## src/rtl/timer_pkg.sv

```systemverilog
// Shared constants and helpers for the tick timer controller.
package timer_pkg;

  // Command FSM encoding
  localparam logic [0:0] CFG_IDLE  = 1'b0;
  localparam logic [0:0] CFG_APPLY = 1'b1;

  // Channel FSM encoding
  localparam logic [0:0] CH_IDLE = 1'b0;
  localparam logic [0:0] CH_RUN  = 1'b1;

  // Channel run modes
  localparam logic MODE_ONESHOT  = 1'b0;
  localparam logic MODE_PERIODIC = 1'b1;

  // Width of the channel-select field for a given channel count
  function automatic int ch_width(input int channels);
    return (channels > 1) ? $clog2(channels) : 1;
  endfunction

endpackage

```

## src/rtl/tick_timer_ctrl_if.sv

```systemverilog
// Valid/ready configuration bus of the tick timer controller.
interface tick_timer_ctrl_if
  import timer_pkg::*;
#(
  parameter int CHANNELS = 4,
  parameter int CNT_W    = 16
);
  localparam int CH_W = ch_width(CHANNELS);

  logic             cfg_valid;
  logic             cfg_ready;
  logic [CH_W-1:0]  cfg_ch;
  logic             cfg_start;
  logic             cfg_mode;
  logic [CNT_W-1:0] cfg_period;

  // Command issuer side
  modport master (
    output cfg_valid, cfg_ch, cfg_start, cfg_mode, cfg_period,
    input  cfg_ready
  );

  // Timer controller side
  modport slave (
    input  cfg_valid, cfg_ch, cfg_start, cfg_mode, cfg_period,
    output cfg_ready
  );
endinterface

```

## src/rtl/timer_channel.sv

```systemverilog
// One down-counting timer channel: counter, latched mode/period and run state.
module timer_channel
  import timer_pkg::*;
#(
  parameter int CNT_W = 16
) (
  input  logic             clk,
  input  logic             rst_n,
  input  logic             tick,
  input  logic             load,
  input  logic             stop,
  input  logic [CNT_W-1:0] period,
  input  logic             mode,
  output logic             busy,
  output logic             expired
);
  localparam logic [CNT_W-1:0] CNT_ONE  = {{(CNT_W-1){1'b0}}, 1'b1};
  localparam logic [CNT_W-1:0] CNT_ZERO = {CNT_W{1'b0}};

  logic [0:0]       state_r;
  logic [CNT_W-1:0] cnt_r;
  logic [CNT_W-1:0] period_r;
  logic             mode_r;
  logic             expired_r;

  // Channel state: commands take priority over a coincident tick
  always_ff @(posedge clk or negedge rst_n) begin
    if (!rst_n) begin
      state_r   <= CH_IDLE;
      cnt_r     <= CNT_ZERO;
      period_r  <= CNT_ZERO;
      mode_r    <= MODE_ONESHOT;
      expired_r <= 1'b0;
    end else begin
      expired_r <= 1'b0;
      if (stop) begin
        state_r <= CH_IDLE;
        cnt_r   <= CNT_ZERO;
      end else if (load) begin
        state_r  <= CH_RUN;
        cnt_r    <= period;
        period_r <= period;
        mode_r   <= mode;
      end else if (tick) begin
        case (state_r)
          CH_RUN: begin
            if (cnt_r == CNT_ONE) begin
              expired_r <= 1'b1;
              if (mode_r == MODE_PERIODIC) begin
                cnt_r <= period_r;
              end else begin
                cnt_r   <= CNT_ZERO;
                state_r <= CH_IDLE;
              end
            end else begin
              cnt_r <= cnt_r - CNT_ONE;
            end
          end
          default: begin
            cnt_r <= cnt_r;
          end
        endcase
      end else begin
        state_r <= state_r;
      end
    end
  end

  assign busy    = (state_r == CH_RUN);
  assign expired = expired_r;
endmodule

```

## src/rtl/tick_timer_ctrl.sv

```systemverilog
// Multi-channel timer controller sharing one free-running prescaler.
module tick_timer_ctrl
  import timer_pkg::*;
#(
  parameter int PRESCALE = 50_000,
  parameter int CHANNELS = 4,
  parameter int CNT_W    = 16
) (
  input  logic                clk,
  input  logic                rst_n,
  tick_timer_ctrl_if.slave    cfg,
  output logic                tick,
  output logic [CHANNELS-1:0] busy,
  output logic [CHANNELS-1:0] expired
);
  localparam int CH_W  = ch_width(CHANNELS);
  localparam int PRE_W = (PRESCALE > 1) ? $clog2(PRESCALE) : 1;
  localparam logic [PRE_W-1:0] PRE_MAX = PRE_W'(PRESCALE - 1);

  logic [PRE_W-1:0] pre_cnt_r;
  logic [0:0]       cfg_state_r;
  logic [CH_W-1:0]  cap_ch_r;
  logic             cap_start_r;
  logic             cap_mode_r;
  logic [CNT_W-1:0] cap_period_r;
  logic             apply_s;
  logic             start_ok_s;

  // Free-running prescaler, never touched by commands
  always_ff @(posedge clk or negedge rst_n) begin
    if (!rst_n) begin
      pre_cnt_r <= {PRE_W{1'b0}};
    end else if (pre_cnt_r == PRE_MAX) begin
      pre_cnt_r <= {PRE_W{1'b0}};
    end else begin
      pre_cnt_r <= pre_cnt_r + PRE_W'(1);
    end
  end

  assign tick = (pre_cnt_r == PRE_MAX);

  // Command FSM: capture in IDLE, apply for exactly one cycle
  always_ff @(posedge clk or negedge rst_n) begin
    if (!rst_n) begin
      cfg_state_r  <= CFG_IDLE;
      cap_ch_r     <= {CH_W{1'b0}};
      cap_start_r  <= 1'b0;
      cap_mode_r   <= MODE_ONESHOT;
      cap_period_r <= {CNT_W{1'b0}};
    end else begin
      case (cfg_state_r)
        CFG_IDLE: begin
          if (cfg.cfg_valid) begin
            cap_ch_r     <= cfg.cfg_ch;
            cap_start_r  <= cfg.cfg_start;
            cap_mode_r   <= cfg.cfg_mode;
            cap_period_r <= cfg.cfg_period;
            cfg_state_r  <= CFG_APPLY;
          end else begin
            cfg_state_r <= CFG_IDLE;
          end
        end
        CFG_APPLY: begin
          cfg_state_r <= CFG_IDLE;
        end
        default: begin
          cfg_state_r <= CFG_IDLE;
        end
      endcase
    end
  end

  assign cfg.cfg_ready = (cfg_state_r == CFG_IDLE);

  // A start with a zero period is treated as a stop
  always_comb begin
    apply_s    = (cfg_state_r == CFG_APPLY);
    start_ok_s = cap_start_r && (cap_period_r != {CNT_W{1'b0}});
  end

  // Channel select values beyond CHANNELS-1 match no instance and are dropped
  for (genvar i = 0; i < CHANNELS; i++) begin : g_ch
    logic hit_s;
    assign hit_s = apply_s && (cap_ch_r == CH_W'(i));

    timer_channel #(.CNT_W(CNT_W)) u_channel (
      .clk     (clk),
      .rst_n   (rst_n),
      .tick    (tick),
      .load    (hit_s && start_ok_s),
      .stop    (hit_s && !start_ok_s),
      .period  (cap_period_r),
      .mode    (cap_mode_r),
      .busy    (busy[i]),
      .expired (expired[i])
    );
  end
endmodule

```

## src/flat_wrapper.sv

```systemverilog
// flat-port wrapper written by rule: the top's interface ports become plain ports
module tick_timer_ctrl_flat import timer_pkg::*;
#(
  parameter int PRESCALE = 50_000,
  parameter int CHANNELS = 4,
  parameter int CNT_W    = 16
)
  (clk, rst_n, tick, busy, expired, cfg_cfg_valid, cfg_cfg_ch, cfg_cfg_start, cfg_cfg_mode, cfg_cfg_period, cfg_cfg_ready);
  tick_timer_ctrl_if #(.CHANNELS(CHANNELS), .CNT_W(CNT_W)) cfg_i ();
  input  logic clk;
  input  logic rst_n;
  output logic tick;
  output logic [CHANNELS-1:0] busy;
  output logic [CHANNELS-1:0] expired;
  input wire logic [$bits(cfg_i.cfg_valid)-1:0] cfg_cfg_valid;
  input wire logic [$bits(cfg_i.cfg_ch)-1:0] cfg_cfg_ch;
  input wire logic [$bits(cfg_i.cfg_start)-1:0] cfg_cfg_start;
  input wire logic [$bits(cfg_i.cfg_mode)-1:0] cfg_cfg_mode;
  input wire logic [$bits(cfg_i.cfg_period)-1:0] cfg_cfg_period;
  output wire logic [$bits(cfg_i.cfg_ready)-1:0] cfg_cfg_ready;
  assign cfg_i.cfg_valid = cfg_cfg_valid;
  assign cfg_i.cfg_ch = cfg_cfg_ch;
  assign cfg_i.cfg_start = cfg_cfg_start;
  assign cfg_i.cfg_mode = cfg_cfg_mode;
  assign cfg_i.cfg_period = cfg_cfg_period;
  assign cfg_cfg_ready = cfg_i.cfg_ready;
  tick_timer_ctrl #(.PRESCALE(PRESCALE), .CHANNELS(CHANNELS), .CNT_W(CNT_W)) u_core (.clk(clk), .rst_n(rst_n), .cfg(cfg_i), .tick(tick), .busy(busy), .expired(expired));
endmodule
```

## config.mk

```make
export PLATFORM = sky130hd
export DESIGN_NAME = tick_timer_ctrl_flat
export DESIGN_NICKNAME = d
export VERILOG_FILES = /design/src/rtl/timer_pkg.sv /design/src/rtl/tick_timer_ctrl_if.sv /design/src/rtl/timer_channel.sv /design/src/rtl/tick_timer_ctrl.sv /design/src/flat_wrapper.sv
export SDC_FILE = /design/constraint.sdc
export NUM_CORES = 1
export LEC_CHECK = 0
export CAP_MARGIN = 0
export CORE_MARGIN = 2
export CORE_UTILIZATION = 60
export DETAILED_ROUTE_END_ITERATION = 6
export GPL_TIMING_DRIVEN = 0
export MAX_ROUTING_LAYER = met4
export PLACE_DENSITY = 0.77
export SLEW_MARGIN = 0
export SYNTH_ARGS = -nofsm -noshare
export SYNTH_HDL_FRONTEND = slang
export SYNTH_SLANG_ARGS = --single-unit
```

## constraint.sdc

```tcl
create_clock -name clk -period 6.75 [get_ports clk]
set_clock_uncertainty 0.2 [all_clocks]
set_input_delay 1.35 -clock clk [delete_from_list [all_inputs] [get_ports clk]]
set_output_delay 1.35 -clock clk [all_outputs]
set_load 0.005 [all_outputs]
```

==> results of run 1 <==
==> stage by stage <==
| stage | util | setup slack [ns] | power (W) | setup TNS (ns) |
|---|---|---|---|---|
| global placement | 0.649 | -3.21 | 0.00290 | -565.66 |
| finish | 0.692 | 1.87 | 0.00399 | 0 |
| global route | 0.692 | 1.78 | 0.00424 | 0 |
| CTS | 0.692 | 1.89 | 0.00397 | 0 |
| floorplan | - | 3.42 | 0.00258 | 0 |
| detailed placement | 0.651 | 2.37 | 0.00294 | 0 |
==> cell type report <==
type | count | share of cell area
flip-flops and latches | 177 | 0.423
clock buffers | 21 | 0.0459
multi-input cells | 789 | 0.431
inverters | 13 | 0.00466
plain buffers | 62 | 0.0272
well taps | 188 | 0.0225
clock inverters | 11 | 0.0122
repair buffers | 33 | 0.0337
==> routing by layer <==
metal,share of wire,routed length (um),up-vias
met5,0,0,-
met4,0.030,753,0
met3,0.080,1980,66
met2,0.46,11500,352
met1,0.43,10700,3990
li1,-,-,3740
==> cell families after synthesis <==
kind of cell / after synthesis
flops: 177
xor+xnor: 51
mux: 28
simple gates: 510
buf+inv: 75
compound gates: 191
fa+ha+maj: 9
==> synthesized netlist by cell type, types with 8 or more instances <==
cell / instances / area, um^2
and3_1: 13 / 81.3
nand4_1: 19 / 119
xnor2_1: 34 / 298
dfrtp_1: 177 / 4430
nor3_1: 16 / 80.1
nor3b_1: 9 / 67.6
a22oi_1: 17 / 128
o21ai_0: 26 / 130
inv_1: 12 / 45.0
xor2_1: 17 / 149
o31ai_1: 15 / 113
o211ai_1: 27 / 203
nand3_1: 27 / 135
clkbuf_1: 44 / 165
buf_4: 8 / 60.1
nor4_1: 20 / 125
a21oi_1: 49 / 245
mux2_2: 26 / 293
nor2_1: 67 / 251
a31oi_1: 15 / 93.8
ha_1: 9 / 113
nand2_1: 285 / 1070
==> power groups by stage <==
stage	sequential, W	clock, W	combinational (W)
after detailed placement	0.00171	0	0.00123
after floorplan	0.00162	0	0.000960
final	0.00172	0.00102	0.00125
after global placement	0.00171	0	0.00118
after CTS	0.00171	0.00103	0.00124
after global routing	0.00176	0.00107	0.00141
==> registers in the layout (all words and copies together), names as in the netlist <==
name and flops:
u_core.apply_s 1, u_core.pre_cnt_r 16, u_core.cap_ch_r 2, u_core.cap_period_r 16, u_core.cap_mode_r 1, u_core.g_ch.u_channel.mode_r 4
u_core.g_ch.u_channel.expired 4, u_core.g_ch.u_channel.busy 4, u_core.cap_start_r 1, u_core.g_ch.u_channel.cnt_r 64, u_core.g_ch.u_channel.period_r 64
==> worst max path at each step <==
stage                                    start                   end  depth (start not counted)
after floorplan           u_core.pre_cnt_r[12]                  tick                          5
after global placement                   rst_n  u_core.pre_cnt_r[11]                          1
after detailed placement  u_core.pre_cnt_r[12]                  tick                          6
after CTS                 u_core.pre_cnt_r[12]                  tick                          6
after global routing      u_core.pre_cnt_r[12]                  tick                          6
final                     u_core.pre_cnt_r[12]                  tick                          6
==> metrics, run 1 <==
initial antenna violation count 0; DR vias 8148; largest family of logic cells by synthesized area simple AND/OR/NAND/NOR gates; Arr. time, crit path 3.33 ns; Max VDD drop 0.254 mV; initial core utilization 0.613; DR pass1 iterations 7; clk sinks 177; Setup crit end kind output port; simple-gate portion of the synthesized area 0.255; Antenna Nets Post-Route 0; Reg2Reg Depth 8; clock root cell clkbuf_16; Switch Pwr 0.00146 W; vias in the first global route 7759; r2r setup slk ~3.4 ns; post-synthesis adder-cell area fraction 0.0121; largest net degree at the start of global routing 100; P_leak 4.61 nW; Primary FF master, synth dfrtp_1; highest clock rate between 0.2 and 0.25 GHz; unrepaired setup endpoints after global routing false; EDFF count, synth 0; Post-Syn Nets 1073; GRT Resource Usage Total 0.329; Synth Instances between 1000 and 1500; fin cells ~1300; Die Width ~130 um; Final Hold Vio Count 0; final hold slack 0.259 ns; # rows 45; Placed Instances 1262; maximum clock path buffer count 2; Worst path slowest cell nor4_4; WL per Instance 19.3 um; Iteration-0 DRC Markers 955; Yosys reg bits 177; internal power approximately 0.0025 W; CP required 5.20 ns; met3 usage 0.0669; clock network power share 0.255; M2 GR Usage 0.511; worst slew pin tran 0.954 ns; XOR/XNOR share of the synthesized area 0.0481; failing checks design-rule violations; grt met1 use 0.436; reg-to-reg startpoint u_core.cap_period_r[10]; critical path cell sequence or4_4 > nor4_4 > nand2_2 > inv_2 > buf_6 > clkdlybuf4s50_1; GR peak layer met2; first-pass GRT wire length 40.7 mm; Hold Path Stages 1; most common cell after layout, fill and taps aside nand2_1; Final setup viols 0; layout cell share with drive strength beyond 1 0.0886; setup bufs post-CTS 0; area of the multi-input gates 4510 um^2; fin crit share 0.723; # IOs 33; mux cell area share after synthesis 0.0337; CP max FO 10; Combinational Power Share 0.313; Worst-path clk slew approximately 0.070 ns; Rel. slew slack 0.363; post-CTS sizing 0; sequential share of power 0.431; Synth Cell Area ~9300 um^2; Max-Cap Viols 0; delay-heaviest family, CP simple AND/OR/NAND/NOR gates; Mean Syn Cell Area 8.91 um^2; IO Port Bufs 32; hold endpoint u_core.pre_cnt_r[0]; Die ar. 16500 um^2; commonest cells after routing, fill and taps aside 285 x nand2_1, 177 x dfrtp_1, 67 x nor2_1; FF+latch area 4430 um^2; Worst Path Class, Setup flip-flop to output port; WP buf/inv 3; worst-skew pair later-pin latency 0.44 ns; Max stage delay on crit path 0.64 ns; routed wire length 24.9 mm; TritonCTS clock tree done; pins over their slew limit 0; min-delay src u_core.pre_cnt_r[0]; status complete, but fails checks; ANT cells 0; CTS buffer count 17; Design Area, Final approximately 10000 um^2; grt ovf 0; Compound-Gate Fraction of Synth Area 0.138; CP Launch Type flip-flop; fraction of registers with async set/reset 1.00; die height 128 um; PD cells 381 nW/um^2; CTS H-tree lvls 4; worst min path class flip-flop to flip-flop; # nets final 1125; register area share after synthesis 0.477; fillcell total 1202; DRC Markers 2; Net Sw Frac 0.366; Yosys warning count 0; Via density 6.30; hold buffers post-CTS 0; core area approximately 15000 um^2; Netlist cell types 74; R2R Path End u_core.g_ch[3].u_channel.cnt_r[8]; routability cong. 0.919; Cell Area, Placed between 9000 and 10000 um^2; DP Wirelength 16.4 mm; Area Overhead vs Synth 12.9%; Final Critical Period 4.88 ns
No activity file was read; power rests on OpenSTA's default activity.
==> inputs of run 2 (changes only) <==
--- a/config.mk
+++ b/config.mk
@@ -7,11 +7,11 @@
 export LEC_CHECK = 0
 export CAP_MARGIN = 0
 export CORE_MARGIN = 2
-export CORE_UTILIZATION = 60
+export CORE_UTILIZATION = 56
 export DETAILED_ROUTE_END_ITERATION = 6
 export GPL_TIMING_DRIVEN = 0
 export MAX_ROUTING_LAYER = met4
-export PLACE_DENSITY = 0.77
+export PLACE_DENSITY = 0.76
 export SLEW_MARGIN = 0
 export SYNTH_ARGS = -nofsm -noshare
 export SYNTH_HDL_FRONTEND = slang
==> constraint.sdc (replaced) <==
create_clock -name clk -period 4 [get_ports clk]
set_clock_uncertainty 0.2 [all_clocks]
set_input_delay 0.8 -clock clk [delete_from_list [all_inputs] [get_ports clk]]
set_output_delay 0.8 -clock clk [all_outputs]
set_load 0.005 [all_outputs]
==> metrics, run 2 (synthesized netlist as in run 1, its figures left out) <==
IO Port Bufs 32 (unchanged); initial antenna violation count 0 (unchanged); Iteration-0 DRC Markers 826 (-14%); grt ovf 0 (unchanged); maximum clock path buffer count 2 (unchanged); most common cell after layout, fill and taps aside nand2_1; Final Critical Period 3.82 ns; DR pass1 iterations 5 (-2); DRC Markers 0 (-2); fillcell total 1377 (+15%); CP Launch Type flip-flop; Die Width 133 um (+3.4%); Area Overhead vs Synth 12.8% (about the same); highest clock rate 0.262 GHz; core area 16400 um^2 (+8.3%); clk sinks 177 (unchanged); # rows 47 (+4.4%); Final Hold Vio Count 0 (unchanged); GRT Resource Usage Total 0.298 (-0.0314); ANT cells 0 (unchanged); Setup crit end kind output port; fin crit share 0.954; CP required 3.00 ns (-2.20 ns); WL per Instance 18.2 um (-5.4%); worst slew pin tran 0.997 ns (+0.0429 ns); CTS buffer count 17 (unchanged); final hold slack 0.115 ns (-0.144 ns); routed wire length 24.2 mm (-3.0%); fin util 0.638 (-0.0536); worst-skew pair later-pin latency 0.44 ns (about the same); # IOs 33 (unchanged); Die ar. 17600 um^2 (+6.9%); vias in the first global route 7599 (-2.1%); fin cells 1327 (+2.6%); pins over their slew limit 0 (unchanged); Max-Cap Viols 0 (unchanged); setup TNS 0 ns (unchanged); Via density 6.01 (-4.6%); PD cells 625 nW/um^2 (+64%); largest net degree at the start of global routing 105 (+5.0%); die height 133 um (+3.4%); first-pass GRT wire length 40.0 mm (-1.7%); r2r setup slk 0.61 ns (-2.76 ns); layout cell share with drive strength beyond 1 0.0894 (+0.000823); Max VDD drop 0.367 mV (+45%); status finished clean; Antenna Nets Post-Route 0 (unchanged); routability cong. 0.915 (-0.40%); Arr. time, crit path 2.82 ns (-0.51 ns); Worst Path Class, Setup flip-flop to output port; CTS H-tree lvls 4 (unchanged); DP Wirelength 16.2 mm (-1.3%); worst setup margin 0.183 ns (-1.69 ns); unrepaired setup endpoints after global routing false; # nets final 1126 (+0.089%); DR vias 7969 (-2.2%); Worst-path clk slew 0.07 ns (about the same); initial core utilization 0.565 (-0.0471); largest registers u_core.g_ch.u_channel.cnt_r x64, u_core.g_ch.u_channel.period_r x64; clock root cell clkbuf_16; Placed Instances 1294 (+2.5%); commonest cells after routing, fill and taps aside 285 x nand2_1, 177 x dfrtp_1, 67 x nor2_1; hold buffers post-CTS 0 (unchanged); worst min path class input pin to async pin; Rel. slew slack 0.334 (-0.0287); P_leak 4.59 nW (-0.39%); CP max FO 10 (unchanged); Final setup viols 0 (unchanged); Place WS 0.143 ns (-2.23 ns); TritonCTS clock tree done
## run 2: worst paths after layout
| kind | from | endpoint | cells past startpoint |
|---|---|---|---|
| hold / removal | rst_n | u_core.g_ch[2].u_channel.expired | 1 |
| max in group asynchronous | rst_n | u_core.g_ch[1].u_channel.cnt_r[10] | 2 |
| min in group clk | u_core.pre_cnt_r[0] | u_core.pre_cnt_r[0] | 1 |
| setup / recovery | u_core.pre_cnt_r[12] | tick | 6 |
| hold reg to reg | u_core.pre_cnt_r[0] | u_core.pre_cnt_r[0] | 1 |
| setup reg to reg | u_core.cap_period_r[15] | u_core.g_ch[1].u_channel.cnt_r[15] | 8 |
## run 2: report_power, final
part           internal, W  switching, W  leakage [nW]  total, W
Sequential         0.00235      0.000545          2.26   0.00289
Clock             0.000846      0.000717         0.265   0.00156
Combinational     0.000927       0.00116          2.07   0.00209
Total              0.00412       0.00242          4.59   0.00654
## run 2: metrics by stage
stage	power, W	cell area [um^2]
3_5_place_dp	0.00496	9910
2_1_floorplan	0.00436	9280
5_1_grt	0.00697	10500
6_report	0.00654	10500
3_3_place_gp	0.00489	9870
4_1_cts	0.00654	10500
## run 2: repair_timing
item                       CTS  global route
hold endpoints to repair     0             0
setup buffers                1             0
setup endpoints to repair    1             1
gates resized for setup      0             2
pin swaps                    1             0
## run 2: metal layers
| metal | GRT usage | vias up | routed length (um) | part of all wire |
|---|---|---|---|---|
| met5 | - | - | 0 | 0 |
| li1 | - | 3750 | - | - |
| met3 | 0.0498 | 42 | 1780 | 0.073 |
| met2 | 0.437 | 315 | 11000 | 0.46 |
| met4 | 0.118 | 0 | 726 | 0.030 |
| met1 | 0.416 | 3862 | 10700 | 0.44 |
## run 2: worst max-delay path, cell delays in order, from the launching register on
cell,delay (ns)
dfrtp_1,0.44
or4_4,0.57
nor4_4,0.25
nand2_2,0.24
inv_2,0.12
buf_6,0.18
clkdlybuf4s50_1,0.56
## run 2: cell type report
type,count,area [um^2],area share
repair buffers,34,360,0.0344
multi-input cells,789,4510,0.431
clock buffers,21,470,0.0449
well taps,220,275,0.0263
inverters,13,48.8,0.00466
clock inverters,11,81.3,0.00777
flip-flops and latches,177,4430,0.423
plain buffers,62,287,0.0274
==> inputs of run 3 (changes only) <==
--- a/config.mk
+++ b/config.mk
@@ -12,7 +12,7 @@
 export GPL_TIMING_DRIVEN = 0
 export MAX_ROUTING_LAYER = met4
 export PLACE_DENSITY = 0.76
-export SLEW_MARGIN = 0
+export SLEW_MARGIN = 40
 export SYNTH_ARGS = -nofsm -noshare
 export SYNTH_HDL_FRONTEND = slang
 export SYNTH_SLANG_ARGS = --single-unit
==> metrics, run 3 (synthesized netlist as in run 1, its figures left out) <==
Max-Cap Viols 0 (unchanged); highest clock rate 0.263 GHz (+0.48%); sequential share of power 0.436 (-0.006); cell depth of the worst setup path 7 (+1); critical path cell sequence clkbuf_1 > or3_1 > nor4_4 > nand2_2 > inv_2 > buf_6 > clkdlybuf4s50_1; # rows 47 (unchanged); Setup crit end kind output port; DR pass1 iterations 5 (unchanged); most common cell after layout, fill and taps aside nand2_1; Max stage delay on crit path 0.57 ns (about the same); fin cells 1328 (+0.075%); WL per Instance 18.6 um (+1.9%); # nets final 1127 (+0.089%); Worst path slowest cell clkdlybuf4s50_1; Final Critical Period 3.80 ns (-0.0181 ns); internal power 0.00418 W (+1.4%); reg-to-reg startpoint u_core.cap_period_r[11]; Rel. slew slack 0.411 (+0.0768); Arr. time, crit path 2.80 ns (-0.02 ns); DP Wirelength 16.3 mm (+0.59%); CP Launch Type flip-flop; fillcell total 1404 (+2.0%); worst min path class input pin to async pin; CP required 3.00 ns (about the same); largest net degree at the start of global routing 74 (-30%); unrepaired setup endpoints after global routing false; clock network power share 0.246 (+0.007); PD cells 632 nW/um^2 (+1.2%); ANT cells 0 (unchanged); routed wire length 24.7 mm (+2.0%); IO Port Bufs 32 (unchanged); worst-skew pair later-pin latency 0.44 ns (about the same); Final Hold Vio Count 0 (unchanged); P_leak 4.63 nW (+0.89%); Area Overhead vs Synth 13.8%; TritonCTS clock tree done; DR vias 8036 (+0.84%); Die ar. 17600 um^2 (unchanged); hold buffers post-CTS 0 (unchanged); worst slew pin tran 0.884 ns (-0.113 ns); # IOs 33 (unchanged); initial core utilization 0.565 (unchanged); Reg2Reg Depth 8 (unchanged); clock root cell clkbuf_16; Placed Instances 1295 (+0.077%); Antenna Nets Post-Route 0 (unchanged); Final setup viols 0 (unchanged); CP max FO 10 (unchanged); clk sinks 177 (unchanged); core area 16400 um^2 (unchanged); layout cell share with drive strength beyond 1 0.0966 (+0.00714); initial antenna violation count 0 (unchanged); fin crit share 0.950 (-0.00452); vias in the first global route 7618 (+0.25%); delay-heaviest family, CP buffers and inverters; Combinational Power Share 0.319 (about the same); maximum clock path buffer count 2 (unchanged); Worst-path clk slew 0.07 ns (about the same); largest registers u_core.g_ch.u_channel.cnt_r x64, u_core.g_ch.u_channel.period_r x64; pins over their slew limit 0 (unchanged); die height 133 um (unchanged); Worst Path Class, Setup flip-flop to output port; DRC Markers 0 (unchanged); Die Width 133 um (unchanged); R2R Path End u_core.g_ch[1].u_channel.cnt_r[5]; routability cong. 0.915 (unchanged); Max VDD drop 0.506 mV (+38%); status finished clean; WP buf/inv 4 (+1); grt ovf 0 (unchanged); Switch Pwr 0.00250 W (+3.1%); Iteration-0 DRC Markers 852 (+3.1%); total power 0.00668 W (+2.1%); Via density 6.05 (+0.76%); first-pass GRT wire length 40.5 mm (+1.2%); commonest cells after routing, fill and taps aside 285 x nand2_1, 177 x dfrtp_1, 67 x nor2_1; CTS buffer count 17 (unchanged); Net Sw Frac 0.374 (+0.00382); r2r setup slk 0.65 ns (+0.04 ns); GRT Resource Usage Total 0.301 (+0.00350); CTS H-tree lvls 4 (unchanged)
## run 3: cell types whose count changed in the layout (fill, tap and decap cells not counted), moves of 2 or more
| cell | change |
|---|---|
| nor4_1 | -4 |
| inv_6 | +3 |
| nor4_2 | +3 |
| clkbuf_8 | -2 |
| clkinvlp_4 | -2 |
| nor3b_1 | -2 |
| nor3b_2 | +2 |
## run 3: worst reg2reg max path: stages (launching register included)
cell      delay, ns
dfrtp_1        0.33
clkbuf_1       0.66
nor4_1         0.12
a41oi_1        0.68
and2_1         0.22
clkbuf_1       0.30
clkbuf_1       0.47
a22oi_1        0.19
o31ai_1        0.10
## run 3: through the flow
step           hold WS [ns]  cell area (um^2)  worst slack, ns   util  TNS, ns
2_1_floorplan         0.223              9280             1.22      -        0
3_3_place_gp          0.242              9870            -5.36  0.602  -946.81
3_5_place_dp          0.261              9940            0.160  0.606        0
4_1_cts              0.0398             10500           0.0259  0.641        0
5_1_grt              0.0505             10600           0.0738  0.644        0
6_report             0.0330             10600            0.201  0.644        0
## run 3: per-layer routing
metal	global-route usage	vias to the layer above	share of wire
li1	-	3747	-
met2	0.446	313	0.46
met3	0.0567	41	0.075
met5	-	-	0
met1	0.427	3935	0.44
met4	0.0854	0	0.022
## run 3: cell type report
type,count,area (um^2),area share
Clock buffer,19,443,0.0419
Multi-Input combinational cell,789,4560,0.432
Clock inverter,13,129,0.0122
Inverter,13,48.8,0.00462
Tap cell,220,275,0.0261
Sequential cell,177,4430,0.419
Buffer,62,288,0.0273
Timing Repair Buffer,35,388,0.0367
## run 3: power groups by stage
stage / Combinational (W) / Clock [W] / Sequential, W
final: 0.00213 / 0.00164 / 0.00291
after global routing: 0.00238 / 0.00172 / 0.00298
after CTS: 0.00210 / 0.00165 / 0.00288
after detailed placement: 0.00207 / 0 / 0.00289
after global placement: 0.00200 / 0 / 0.00289
after floorplan: 0.00162 / 0 / 0.00274
## run 3: what timing repair did
action / 4_1_cts / 5_1_grt
endpoints found under the setup margin: 1 / 1
buffers inserted: 1 / 0
hold endpoints to repair: 0 / 0
resized for setup: 0 / 2
pin swaps: 1 / 0
## run 3: worst max-delay path by stage
stage / from / end / slack, ns
final: u_core.pre_cnt_r[7] / tick / 0.20
after CTS: u_core.pre_cnt_r[0] / tick / 0.03
after floorplan: u_core.pre_cnt_r[12] / tick / 1.22
after global placement: rst_n / u_core.g_ch[1].u_channel.period_r[8] / -5.36
after global routing: u_core.pre_cnt_r[7] / tick / 0.07
after detailed placement: u_core.pre_cnt_r[12] / tick / 0.16
